## config.mk

```make
export PLATFORM = sky130hd
export DESIGN_NAME = seg7_scan
export DESIGN_NICKNAME = d
export VERILOG_FILES = /design/src/rtl/seg7_scan.sv
export SDC_FILE = /design/constraint.sdc
export NUM_CORES = 1
export LEC_CHECK = 0
export CORE_MARGIN = 2
export CORE_UTILIZATION = 55
export CTS_CLUSTER_DIAMETER = 60
export CTS_CLUSTER_SIZE = 16
export DETAILED_ROUTE_END_ITERATION = 16
export PLACE_DENSITY = 0.79
export SLEW_MARGIN = 10
export SYNTH_ARGS = -nofsm -noshare
export SYNTH_HDL_FRONTEND = slang
export SYNTH_SLANG_ARGS = --single-unit
```

## constraint.sdc

```tcl
create_clock -name BJ_CLK -period 6.2 [get_ports BJ_CLK]
set_clock_uncertainty 0.2 [all_clocks]
set_input_delay 1.55 -clock BJ_CLK [delete_from_list [all_inputs] [get_ports BJ_CLK]]
set_output_delay 1.55 -clock BJ_CLK [all_outputs]
set_load 0.02 [all_outputs]
```

## src/rtl/seg7_scan.sv

```systemverilog
`default_nettype none
// ============================================================================
//  Module   : seg7_scan
//  Brief    : Multiplexed 7-segment driver with blanking gap and frame-synced
//             double buffering of the displayed value.
//  Revision : 1.0
// ============================================================================
module seg7_scan #(
    parameter int DIGITS       = 4,
    parameter int SLOT_CYCLES  = 3000,
    parameter int BLANK_CYCLES = 150
) (
    input  logic                  BJ_CLK,
    input  logic                  RESET_N,
    input  logic                  LOAD,
    input  logic [4*DIGITS-1:0]   DATA,
    input  logic [DIGITS-1:0]     DP_IN,
    input  logic [DIGITS-1:0]     DIGIT_EN,
    output logic [6:0]            SEG_N,
    output logic                  DP_N,
    output logic [DIGITS-1:0]     AN_N,
    output logic                  FRAME_DONE
);

    localparam int c_cnt_w = (SLOT_CYCLES > 1) ? $clog2(SLOT_CYCLES) : 1;
    localparam int c_idx_w = (DIGITS > 1) ? $clog2(DIGITS) : 1;

    localparam logic [c_cnt_w-1:0] c_slot_last = c_cnt_w'(SLOT_CYCLES - 1);
    localparam logic [c_cnt_w-1:0] c_blank     = c_cnt_w'(BLANK_CYCLES);
    localparam logic [c_idx_w-1:0] c_idx_last  = c_idx_w'(DIGITS - 1);

    typedef enum logic [0:0] {
        BLANK = 1'b0,
        SHOW  = 1'b1
    } phase_t;

    phase_t                 r_phase;
    phase_t                 w_phase_next;
    logic [c_cnt_w-1:0]     r_cnt;
    logic [c_cnt_w-1:0]     w_cnt_next;
    logic [c_idx_w-1:0]     r_idx;
    logic [c_idx_w-1:0]     w_idx_next;
    logic                   w_slot_wrap;
    logic                   w_frame_wrap;
    logic                   w_show;

    logic [4*DIGITS-1:0]    r_pend_data;
    logic [DIGITS-1:0]      r_pend_dp;
    logic [DIGITS-1:0]      r_pend_en;
    logic [4*DIGITS-1:0]    r_act_data;
    logic [DIGITS-1:0]      r_act_dp;
    logic [DIGITS-1:0]      r_act_en;

    logic [3:0]             w_nib;
    logic                   w_dp;
    logic                   w_en;
    logic [6:0]             w_seg_dec;
    logic [DIGITS-1:0]      w_an_next;

    // Slot / digit sequencing
    always_comb begin
        w_slot_wrap  = (r_cnt == c_slot_last);
        w_frame_wrap = w_slot_wrap && (r_idx == c_idx_last);
        w_cnt_next   = w_slot_wrap ? '0 : r_cnt + 1'b1;
        if (w_frame_wrap) begin
            w_idx_next = '0;
        end else if (w_slot_wrap) begin
            w_idx_next = r_idx + 1'b1;
        end else begin
            w_idx_next = r_idx;
        end
    end

    always_ff @(posedge BJ_CLK) begin
        if (!RESET_N) begin
            r_cnt <= '0;
            r_idx <= '0;
        end else begin
            r_cnt <= w_cnt_next;
            r_idx <= w_idx_next;
        end
    end

    // Phase FSM: state tracks the phase of the current counter value
    always_ff @(posedge BJ_CLK) begin
        if (!RESET_N) begin
            r_phase <= BLANK;
        end else begin
            r_phase <= w_phase_next;
        end
    end

    always_comb begin
        w_phase_next = SHOW;
        w_show       = 1'b0;
        if (w_cnt_next < c_blank) begin
            w_phase_next = BLANK;
        end
        case (r_phase)
            BLANK:   w_show = 1'b0;
            SHOW:    w_show = 1'b1;
            default: w_show = 1'b0;
        endcase
    end

    // Pending captures any time; active only changes at the frame boundary
    always_ff @(posedge BJ_CLK) begin
        if (!RESET_N) begin
            r_pend_data <= '0;
            r_pend_dp   <= '0;
            r_pend_en   <= '0;
            r_act_data  <= '0;
            r_act_dp    <= '0;
            r_act_en    <= '0;
        end else begin
            if (LOAD) begin
                r_pend_data <= DATA;
                r_pend_dp   <= DP_IN;
                r_pend_en   <= DIGIT_EN;
            end
            if (w_frame_wrap) begin
                r_act_data <= r_pend_data;
                r_act_dp   <= r_pend_dp;
                r_act_en   <= r_pend_en;
            end
        end
    end

    always_comb begin
        w_nib = 4'h0;
        w_dp  = 1'b0;
        w_en  = 1'b0;
        for (int i = 0; i < DIGITS; i++) begin
            if (r_idx == c_idx_w'(i)) begin
                w_nib = r_act_data[4*i +: 4];
                w_dp  = r_act_dp[i];
                w_en  = r_act_en[i];
            end
        end
    end

    always_comb begin
        w_seg_dec = 7'h7F;
        case (w_nib)
            4'h0: w_seg_dec = 7'h40;
            4'h1: w_seg_dec = 7'h79;
            4'h2: w_seg_dec = 7'h24;
            4'h3: w_seg_dec = 7'h30;
            4'h4: w_seg_dec = 7'h19;
            4'h5: w_seg_dec = 7'h12;
            4'h6: w_seg_dec = 7'h02;
            4'h7: w_seg_dec = 7'h78;
            4'h8: w_seg_dec = 7'h00;
            4'h9: w_seg_dec = 7'h10;
            4'hA: w_seg_dec = 7'h08;
            4'hB: w_seg_dec = 7'h03;
            4'hC: w_seg_dec = 7'h46;
            4'hD: w_seg_dec = 7'h21;
            4'hE: w_seg_dec = 7'h06;
            4'hF: w_seg_dec = 7'h0E;
            default: w_seg_dec = 7'h7F;
        endcase
    end

    always_comb begin
        w_an_next = '1;
        for (int i = 0; i < DIGITS; i++) begin
            w_an_next[i] = !(w_show && (r_idx == c_idx_w'(i)) && r_act_en[i]);
        end
    end

    // Segments latch on the first blank cycle of a slot, so they never move under a lit anode
    always_ff @(posedge BJ_CLK) begin
        if (!RESET_N) begin
            SEG_N      <= 7'h7F;
            DP_N       <= 1'b1;
            AN_N       <= '1;
            FRAME_DONE <= 1'b0;
        end else begin
            AN_N       <= w_an_next;
            FRAME_DONE <= w_frame_wrap;
            if (r_cnt == '0) begin
                SEG_N <= w_en ? w_seg_dec : 7'h7F;
                DP_N  <= ~w_dp;
            end
        end
    end

endmodule
`default_nettype wire

```

==> run_results.csv, run 1 <==
group,metric,value,unit
outcome,status,"completed",
synthesis,yosysSeqAreaShare,44.3,%
worst_hold_path,hp-class,"reg -> reg",
synthesis,synth_ff_type,"dfxtp_1",
clock_network,clk_latency,0.35,ns
floorplanning,initial_core_util,57.4,%
clock_network,htreeDepth,3,
synthesis,synth_area,0.00344,mm^2
grt,antenna_found_initial,0,
sta,slew_headroom,21.2,%
floorplanning,core,0.00599,mm^2
floorplanning,placementRows,28,
setup_path,cp-end-kind,"flip-flop",
clock_network,clk_path_buf_depth,2,
sta,finalSetupViolCount,0,
synthesis,yosys.cell_types.count,57,
drt,wirelength_met1,3240,um
drt,drtIter0Drc,148,
drt,dr_wl_met3,279,um
floorplanning,die_area,0.00690,mm^2
setup_path,cp_max_fo,28,
setup_path,worstSetupStartpointType,"primary input",
placed_design,dp_hpwl,4860,um
clock_network,cts_buffers,9,
placed_design,dp.cells,443,
sta,finalHoldViolations,0,
placed_design,numPortBuffers,39,
setup_path,critPathLaunch,"RESET_N",
sta,drv_slew,0,
synthesis,synth_nets,390,
cells_and_area,final_cell_mix,"dfxtp_1, nor2_1, clkdlybuf4s50_1",
setup_path,arrival,4.07,ns
setup_path,r2r-start,"r_idx[0]",
drt,via_per_inst,5.68,
clock_network,cts_sinks,76,
clock_network,post_cts_resized,0,
floorplanning,io_pins,40,
setup_path,crit_type,"in -> reg",
run,cap_violations,0,
grt,grt.total_usage,20.8,%
synthesis,synth-edff-count,0,
synthesis,async_reset_ff_share,0,%
cells_and_area,drive_gt1_share,8.85,%
synthesis,synth-seq-cells,76,
drt,wl,7100,um
synthesis,syn_avg_cell_area,9.80,um^2
floorplanning,die_w,83.1,um
drt,route.met2.wl,3420,um
grt,grt-ovfl-total,0,
floorplanning,dieHeight,83.1,um
clock_network,clk_pin_slew,0.08,ns
cells_and_area,diodes,0,
drt,drc_errors,0,
sta,rsz0062_at_grt,"false",
clock_network,cts_hold_buffers,0,
drt,highest_layer,"met4",
cells_and_area,final_common_cell,"dfxtp_1",
drt,drtAntennaViolNets,0,
cells_and_area,final_nets,418,
power_and_ir_drop,power_density,241,mW/mm^2
clock_network,cts_tree,"yes",
grt,grt_pass1_wl,11700,um
cells_and_area,fin_cells,459,
power_and_ir_drop,leakagePower,1.55,nW
grt,grt_pass1_vias,2490,
drt,vias,2609,
cells_and_area,syn2layout_area_growth,15.6,%
drt,routedWlPerCell,15.5,um
sta,max_slew.worst_pin.slew,1.18,ns
synthesis,yosys_warnings,0,
sta,fin_crit,3.97,ns
setup_path,required,6.29,ns
power_and_ir_drop,ir_worst_vdd,0.168,mV
grt,grt_max_degree,29,
placed_design,gp_congestion,0.856,
synthesis,synthCells,351,
worst_hold_path,min_from,"r_act_en[3]",
sta,finalSetupTns,0,ns
sta,max_clock_freq,0.252,GHz
clock_network,post_cts_buffers,0,
drt,first_pass_iters,4,
sta,period_share,64.1,%
clock_network,root_buffer,"clkbuf_8",
==> state kept, by name (all words and copies together) (netlist names) <==
name         cells
r_cnt           12
r_phase          1
DP_N             1
r_act_en         4
AN_N             4
r_idx            2
r_act_data      16
r_act_dp         4
r_pend_data     16
SEG_N            7
r_pend_en        4
r_pend_dp        4
FRAME_DONE       1
==> worst paths after layout <==
path | slack, ns | cells after the start | endpoint
worst min register to register | 0.23 | 1 | AN_N[3]
worst max-delay path | 2.23 | 4 | r_act_data[10]
worst min-delay path | 0.23 | 1 | AN_N[3]
worst max register to register | 2.99 | 10 | SEG_N[6]
==> report_power, final <==
| part | internal, mW | total [mW] | switching, mW |
|---|---|---|---|
| registers | 0.499 | 0.507 | 0.00764 |
| logic | 0.0309 | 0.0617 | 0.0309 |
| clock network | 0.200 | 0.391 | 0.192 |
==> through the flow <==
step                hold WS, ns  total power [mW]  setup slack, ns  util [%]  area (um^2)
finish                    0.225             0.960             2.23      66.4         3980
global route              0.245             0.992             2.07      66.4         3980
CTS                       0.224             0.967             2.28      66.4         3980
detailed placement        0.211             0.580             1.89      62.9         3770
global placement          0.211             0.578             1.98      62.9         3770
floorplan                 0.184             0.555             3.42         -         3440
==> critical path, stage by stage <==
cell             delay, ns
clkdlybuf4s50_1       0.88
inv_2                 0.39
a21oi_2               0.95
a22o_1                0.28
==> routing by layer <==
metal	global-route usage (%)	vias to the layer above
met5	0	-
met2	34.7	62
met4	8.35	0
met1	25.8	1229
li1	-	1301
met3	5.17	17
==> final cells by class <==
cell class | instances | area [um^2]
fill | 496 | 2020
clock inverter | 6 | 70.1
inverter | 14 | 52.6
multi-input combinational | 238 | 1700
timing repair buffer | 40 | 398
sequential | 76 | 1520
tap | 75 | 93.8
clock buffer | 10 | 138
==> cell usage after synthesis, types with 2 or more instances <==
| cell | instances | share of area [%] |
|---|---|---|
| nand2_1 | 17 | 1.9 |
| and2_1 | 3 | 0.55 |
| and3_1 | 6 | 1.1 |
| a211oi_4 | 2 | 1.2 |
| mux2i_1 | 28 | 8.2 |
| ha_1 | 12 | 4.4 |
| nand4_1 | 7 | 1.3 |
| xnor2_1 | 7 | 1.8 |
| o211ai_1 | 3 | 0.65 |
| xor2_1 | 4 | 1.0 |
| buf_6 | 7 | 2.3 |
| dfxtp_1 | 76 | 44 |
| buf_1 | 2 | 0.22 |
| o21ai_1 | 10 | 1.5 |
| inv_1 | 12 | 1.3 |
| nand3_1 | 5 | 0.73 |
| a21oi_2 | 3 | 0.76 |
| a311oi_1 | 2 | 0.51 |
| mux2_1 | 2 | 0.65 |
| nor2b_1 | 3 | 0.55 |
| a221oi_1 | 3 | 0.76 |
| buf_4 | 4 | 0.87 |
| nor3_1 | 6 | 0.87 |
| inv_2 | 2 | 0.22 |
| nor2_1 | 48 | 5.2 |
| buf_2 | 6 | 0.87 |
| o21ai_0 | 2 | 0.29 |
| a211oi_2 | 2 | 0.73 |
| clkbuf_1 | 3 | 0.33 |
| a22o_1 | 24 | 6.1 |
| a211oi_1 | 4 | 0.87 |
| a21oi_1 | 9 | 1.3 |
| nand3b_1 | 3 | 0.65 |
==> cell families (layout without fill, tap and decap cells) <==
logic type | count (synthesis) | in the layout | share of synthesized area [%]
compound gates | 76 | 76 | 17.7
simple gates | 109 | 109 | 15.8
fa+ha+maj | 12 | 12 | 4.37
mux | 30 | 30 | 8.81
xor+xnor | 11 | 11 | 2.80
flops | 76 | 76 | 44.3
buf+inv | 37 | 70 | 6.26
No activity file was read; power rests on OpenSTA's default activity.
==> run 2: changes to the inputs <==
==> constraint.sdc (replaced) <==
create_clock -name BJ_CLK -period 3.95 [get_ports BJ_CLK]
set_clock_uncertainty 0.2 [all_clocks]
set_input_delay 0.9875 -clock BJ_CLK [delete_from_list [all_inputs] [get_ports BJ_CLK]]
set_output_delay 0.9875 -clock BJ_CLK [all_outputs]
set_load 0.02 [all_outputs]
==> run_results.csv, run 2 (synthesis gave the netlist of run 1 again) <==
group,metric,value,unit
sta,period_share,77.5,%
power_and_ir_drop,power_density,368,mW/mm^2
clock_network,htreeDepth,3,
setup_path,r2r-start,"r_idx[0]",
setup_path,crit_top_cell,"ha_1",
cells_and_area,final_nets,421,
floorplanning,core,0.00599,mm^2
cells_and_area,drive_gt1_share,9.33,%
drt,drtAntennaViolNets,0,
drt,routedWlPerCell,15.2,um
placed_design,numPortBuffers,39,
clock_network,cts_hold_buffers,0,
grt,grt_pass1_vias,2527,
setup_path,cp_max_fo,18,
drt,wl,7010,um
sta,fin_crit,3.06,ns
drt,drtIter0Drc,142,
floorplanning,io_pins,40,
setup_path,rr_endpoint,"SEG_N[6]",
clock_network,root_buffer,"clkbuf_8",
sta,rsz0062_at_grt,"false",
cells_and_area,utilization,66.4,%
power_and_ir_drop,power,1.47,mW
worst_hold_path,min_path_cells,1,
run,cap_violations,0,
setup_path,ff2ff_path_depth,8,
sta,slew_headroom,51.8,%
floorplanning,initial_core_util,57.4,%
setup_path,reg2reg_setup_slack,0.89,ns
drt,drc_errors,0,
setup_path,cp-end-kind,"flip-flop",
setup_path,critPathLaunch,"r_idx[0]",
floorplanning,dieHeight,83.1,um
placed_design,dp_hpwl,4920,um
sta,finalHoldViolations,0,
worst_hold_path,min_from,"r_act_en[3]",
power_and_ir_drop,ir_worst_vdd,0.257,mV
cells_and_area,final_common_cell,"dfxtp_1",
setup_path,worst-path-buf-inv,1,
setup_path,required,3.96,ns
clock_network,cts_buffers,9,
drt,first_pass_iters,4,
sta,finalSetupViolCount,0,
setup_path,slowest_stage,"ha_1",
grt,grt.total_usage,21.0,%
drt,via_per_inst,5.72,
placed_design,post_dp_cell_area,0.00379,mm^2
drt,vias,2638,
grt,grt_pass1_wl,11800,um
sta,drv_slew,0,
sta,finalSetupTns,0,ns
sta,finalHoldWorstSlack,0.226,ns
worst_hold_path,whs_endpoint,"AN_N[3]",
clock_network,post_cts_resized,0,
outcome,status,"completed",
floorplanning,placementRows,28,
placed_design,gp_congestion,0.868,
sta,max_slew.worst_pin.slew,0.720,ns
clock_network,clk_path_buf_depth,2,
worst_hold_path,hp-class,"reg -> reg",
clock_network,cts_sinks,76,
setup_path,crit_type,"reg -> reg",
clock_network,cts_tree,"yes",
setup_path,arrival,3.07,ns
setup_path,critPathTopFamily,"compound AO/OA/AOI/OAI gates",
setup_path,cp_cell_sequence,"ha_1, a21oi_1, a22oi_1, inv_1, ha_1, mux2_1, a221oi_1, o21ai_1",
grt,grt-ovfl-total,0,
setup_path,path_depth,8,
cells_and_area,final_cell_mix,"dfxtp_1, nor2_1, clkdlybuf4s50_1",
cells_and_area,final_area,0.00398,mm^2
grt,antenna_found_initial,0,
sta,max_clock_freq,0.327,GHz
floorplanning,die_area,0.00690,mm^2
setup_path,critical_path.max_stage_delay,0.63,ns
cells_and_area,diodes,0,
clock_network,post_cts_buffers,0,
clock_network,clk_latency,0.35,ns
cells_and_area,largestRegisters,"r_act_data: 16 flops, r_pend_data: 16 flops, r_cnt: 12 flops",
grt,grt_max_degree,28,
power_and_ir_drop,leakagePower,1.57,nW
floorplanning,die_w,83.1,um
setup_path,worstSetupStartpointType,"flip-flop",
clock_network,clk_pin_slew,0.07,ns
cells_and_area,syn2layout_area_growth,15.8,%
## run 2: layer usage
metal | share of wire, % | vias to the layer above | GRT usage (%)
met5 | 0 | - | 0
met4 | 3.0 | 0 | 10.4
met3 | 3.8 | 22 | 5.07
met2 | 48 | 66 | 34.3
met1 | 46 | 1248 | 26.0
li1 | - | 1302 | -
## run 2: area by class of cell
cell class	instances	area, um^2
flip-flops and latches	76	1520
clock buffers	10	138
well taps	75	93.8
inverters	14	52.6
repair buffers	43	420
fillers	494	2010
multi-input cells	238	1700
clock inverters	5	52.6
## run 2: worst reg2reg max path: cells and delay by family (launching register included)
family | cells | cell delay (ns)
adder cells (fa/ha/maj) | 2 | 0.91
AO/OA/AOI/OAI | 4 | 0.93
buffers and inverters | 1 | 0.18
flip-flops | 1 | 0.40
multiplexers | 1 | 0.31
## run 2: how the worst max path moves through the flow
| stage | endpoint | slack (ns) |
|---|---|---|
| finish | SEG_N[6] | 0.89 |
| detailed placement | SEG_N[6] | 0.93 |
| floorplan | SEG_N[6] | 1.32 |
| global placement | r_idx[1] | 0.98 |
| global route | SEG_N[6] | 0.64 |
| CTS | SEG_N[6] | 0.91 |
## run 2: where the power goes
part | leakage, nW | switching, mW | internal, mW
Clock | 0.0979 | 0.269 | 0.302
Combinational | 0.852 | 0.0478 | 0.0498
Sequential | 0.618 | 0.0128 | 0.784
## run 2: stage by stage
stage	setup slack [ns]	cells
final	0.888	461
after global routing	0.642	461
after CTS	0.909	461
after detailed placement	0.931	446
after global placement	0.982	446
after floorplan	1.32	351
==> run 3: changes to the inputs <==
==> constraint.sdc (replaced) <==
create_clock -name BJ_CLK -period 3.2 [get_ports BJ_CLK]
set_clock_uncertainty 0.2 [all_clocks]
set_input_delay 0.8 -clock BJ_CLK [delete_from_list [all_inputs] [get_ports BJ_CLK]]
set_output_delay 0.8 -clock BJ_CLK [all_outputs]
set_load 0.02 [all_outputs]
==> run_results.csv, run 3 (synthesis gave the netlist of run 1 again) <==
group,metric,value,unit
sta,fin_crit,2.82,ns
floorplanning,initial_core_util,57.4,%
cells_and_area,regArea,0.00152,mm^2
power_and_ir_drop,leakagePower,1.60,nW
power_and_ir_drop,power,1.87,mW
grt,grt_max_degree,28,
setup_path,critPathLaunch,"r_idx[0]",
sta,layout_setup_ws,0.382,ns
placed_design,dp_slack,0.239,ns
sta,finalSetupTns,0,ns
cells_and_area,drive_gt1_share,10.0,%
setup_path,r2r-start,"r_idx[0]",
power_and_ir_drop,power_density,462,mW/mm^2
cells_and_area,largestRegisters,"r_act_data: 16 flops, r_pend_data: 16 flops, r_cnt: 12 flops",
clock_network,root_buffer,"clkbuf_8",
worst_hold_path,hp-class,"reg -> reg",
setup_path,crit_type,"reg -> reg",
setup_path,slowest_stage,"dfxtp_1",
clock_network,cts_tree,"yes",
drt,vias,2650,
floorplanning,dieHeight,83.1,um
setup_path,worstSetupStartpointType,"flip-flop",
drt,drc_errors,0,
sta,finalHoldWorstSlack,0.231,ns
clock_network,clk_path_buf_depth,2,
placed_design,dp_hpwl,4940,um
sta,rsz0062_at_grt,"false",
clock_network,cts_sinks,76,
drt,routedWlPerCell,15.0,um
setup_path,required,3.23,ns
grt,grt-ovfl-total,0,
sta,drv_slew,0,
floorplanning,placementRows,28,
setup_path,arrival,2.85,ns
drt,first_pass_iters,4,
clock_network,cts_hold_buffers,0,
clock_network,clk_latency,0.35,ns
drt,drtAntennaViolNets,0,
sta,finalHoldViolations,0,
setup_path,cp_cell_sequence,"inv_1, ha_1, a21oi_1, o21ai_1, a22oi_2, inv_1, ha_1, mux2_1, a221oi_1, o21ai_1",
drt,drtIter0Drc,112,
setup_path,cp_max_fo,13,
placed_design,gp_congestion,0.939,
sta,max_slew.worst_pin.slew,0.479,ns
grt,grt.total_usage,20.9,%
cells_and_area,fill_cells,489,
setup_path,critPathTopFamily,"compound AO/OA/AOI/OAI gates",
clock_network,htreeDepth,3,
sta,finalSetupViolCount,0,
sta,slew_headroom,68.1,%
floorplanning,core,0.00599,mm^2
floorplanning,die_area,0.00690,mm^2
clock_network,clk_pin_slew,0.07,ns
cells_and_area,final_nets,425,
clock_network,post_cts_buffers,0,
setup_path,worst-path-buf-inv,2,
cells_and_area,multiInputGateArea,0.00171,mm^2
cells_and_area,final_common_cell,"dfxtp_1",
floorplanning,die_w,83.1,um
drt,via_per_inst,5.71,
cells_and_area,syn2layout_area_growth,17.5,%
cells_and_area,diodes,0,
grt,antenna_found_initial,0,
floorplanning,io_pins,40,
setup_path,critical_path.max_stage_delay,0.41,ns
cells_and_area,fin_cells,464,
placed_design,numPortBuffers,39,
worst_hold_path,min_from,"r_act_en[0]",
placed_design,dp.cells,450,
grt,grt_pass1_vias,2552,
cells_and_area,final_cell_mix,"dfxtp_1, nor2_1, clkdlybuf4s50_1",
setup_path,cp-end-kind,"flip-flop",
power_and_ir_drop,ir_worst_vdd,0.382,mV
sta,max_clock_freq,0.355,GHz
outcome,status,"completed",
run,cap_violations,0,
drt,wl,6980,um
grt,grt_pass1_wl,11800,um
clock_network,cts_buffers,9,
sta,period_share,88.1,%
-- run 3: changes by cell type in the layout (fill, tap and decap cells not counted), sizes merged --
cell,change
buf,+4
bufinv,+1
clkinv,-2
-- run 3: per-layer routing --
metal	wire [um]	vias up	GRT usage, %	share of wire, %
met5	0	-	0	0
met4	130	0	8.79	1.9
met3	245	15	5.67	3.5
met2	3380	51	34.5	48
met1	3230	1270	25.6	46
li1	-	1314	-	-
-- run 3: cell type report --
| type | instances | area share, % |
|---|---|---|
| Clock inverter | 4 | 1.89 |
| Tap cell | 75 | 2.32 |
| Clock buffer | 10 | 3.16 |
| Inverter | 14 | 1.30 |
| Timing Repair Buffer | 47 | 11.5 |
| Multi-Input combinational cell | 238 | 42.2 |
| Sequential cell | 76 | 37.6 |
-- run 3: path summary, 6_finish.rpt --
path         endpoint  slack (ns)  cells past startpoint
max          SEG_N[6]        0.38                     10
min           AN_N[0]        0.23                      1
max reg2reg  SEG_N[6]        0.38                     10
min reg2reg   AN_N[0]        0.23                      1
-- run 3: repair_timing --
item / in CTS / in global routing
resized for setup: 0 / 1
endpoints found under the setup margin: 0 / 1
hold endpoints to repair: 0 / 0
-- run 3: report_power, final --
group          internal [mW]  total, mW  switching (mW)
sequential             0.968      0.983          0.0150
combinational         0.0638      0.123          0.0590
clock                  0.432      0.761           0.329
total                   1.46       1.87           0.403
-- run 3: through the flow --
| step | area [um^2] | utilization (%) |
|---|---|---|
| 3_5_place_dp | 3830 | 64.0 |
| 4_1_cts | 4040 | 67.4 |
| 3_3_place_gp | 3830 | 64.0 |
| 5_1_grt | 4040 | 67.5 |
| 2_1_floorplan | 3440 | - |
| 6_report | 4040 | 67.5 |
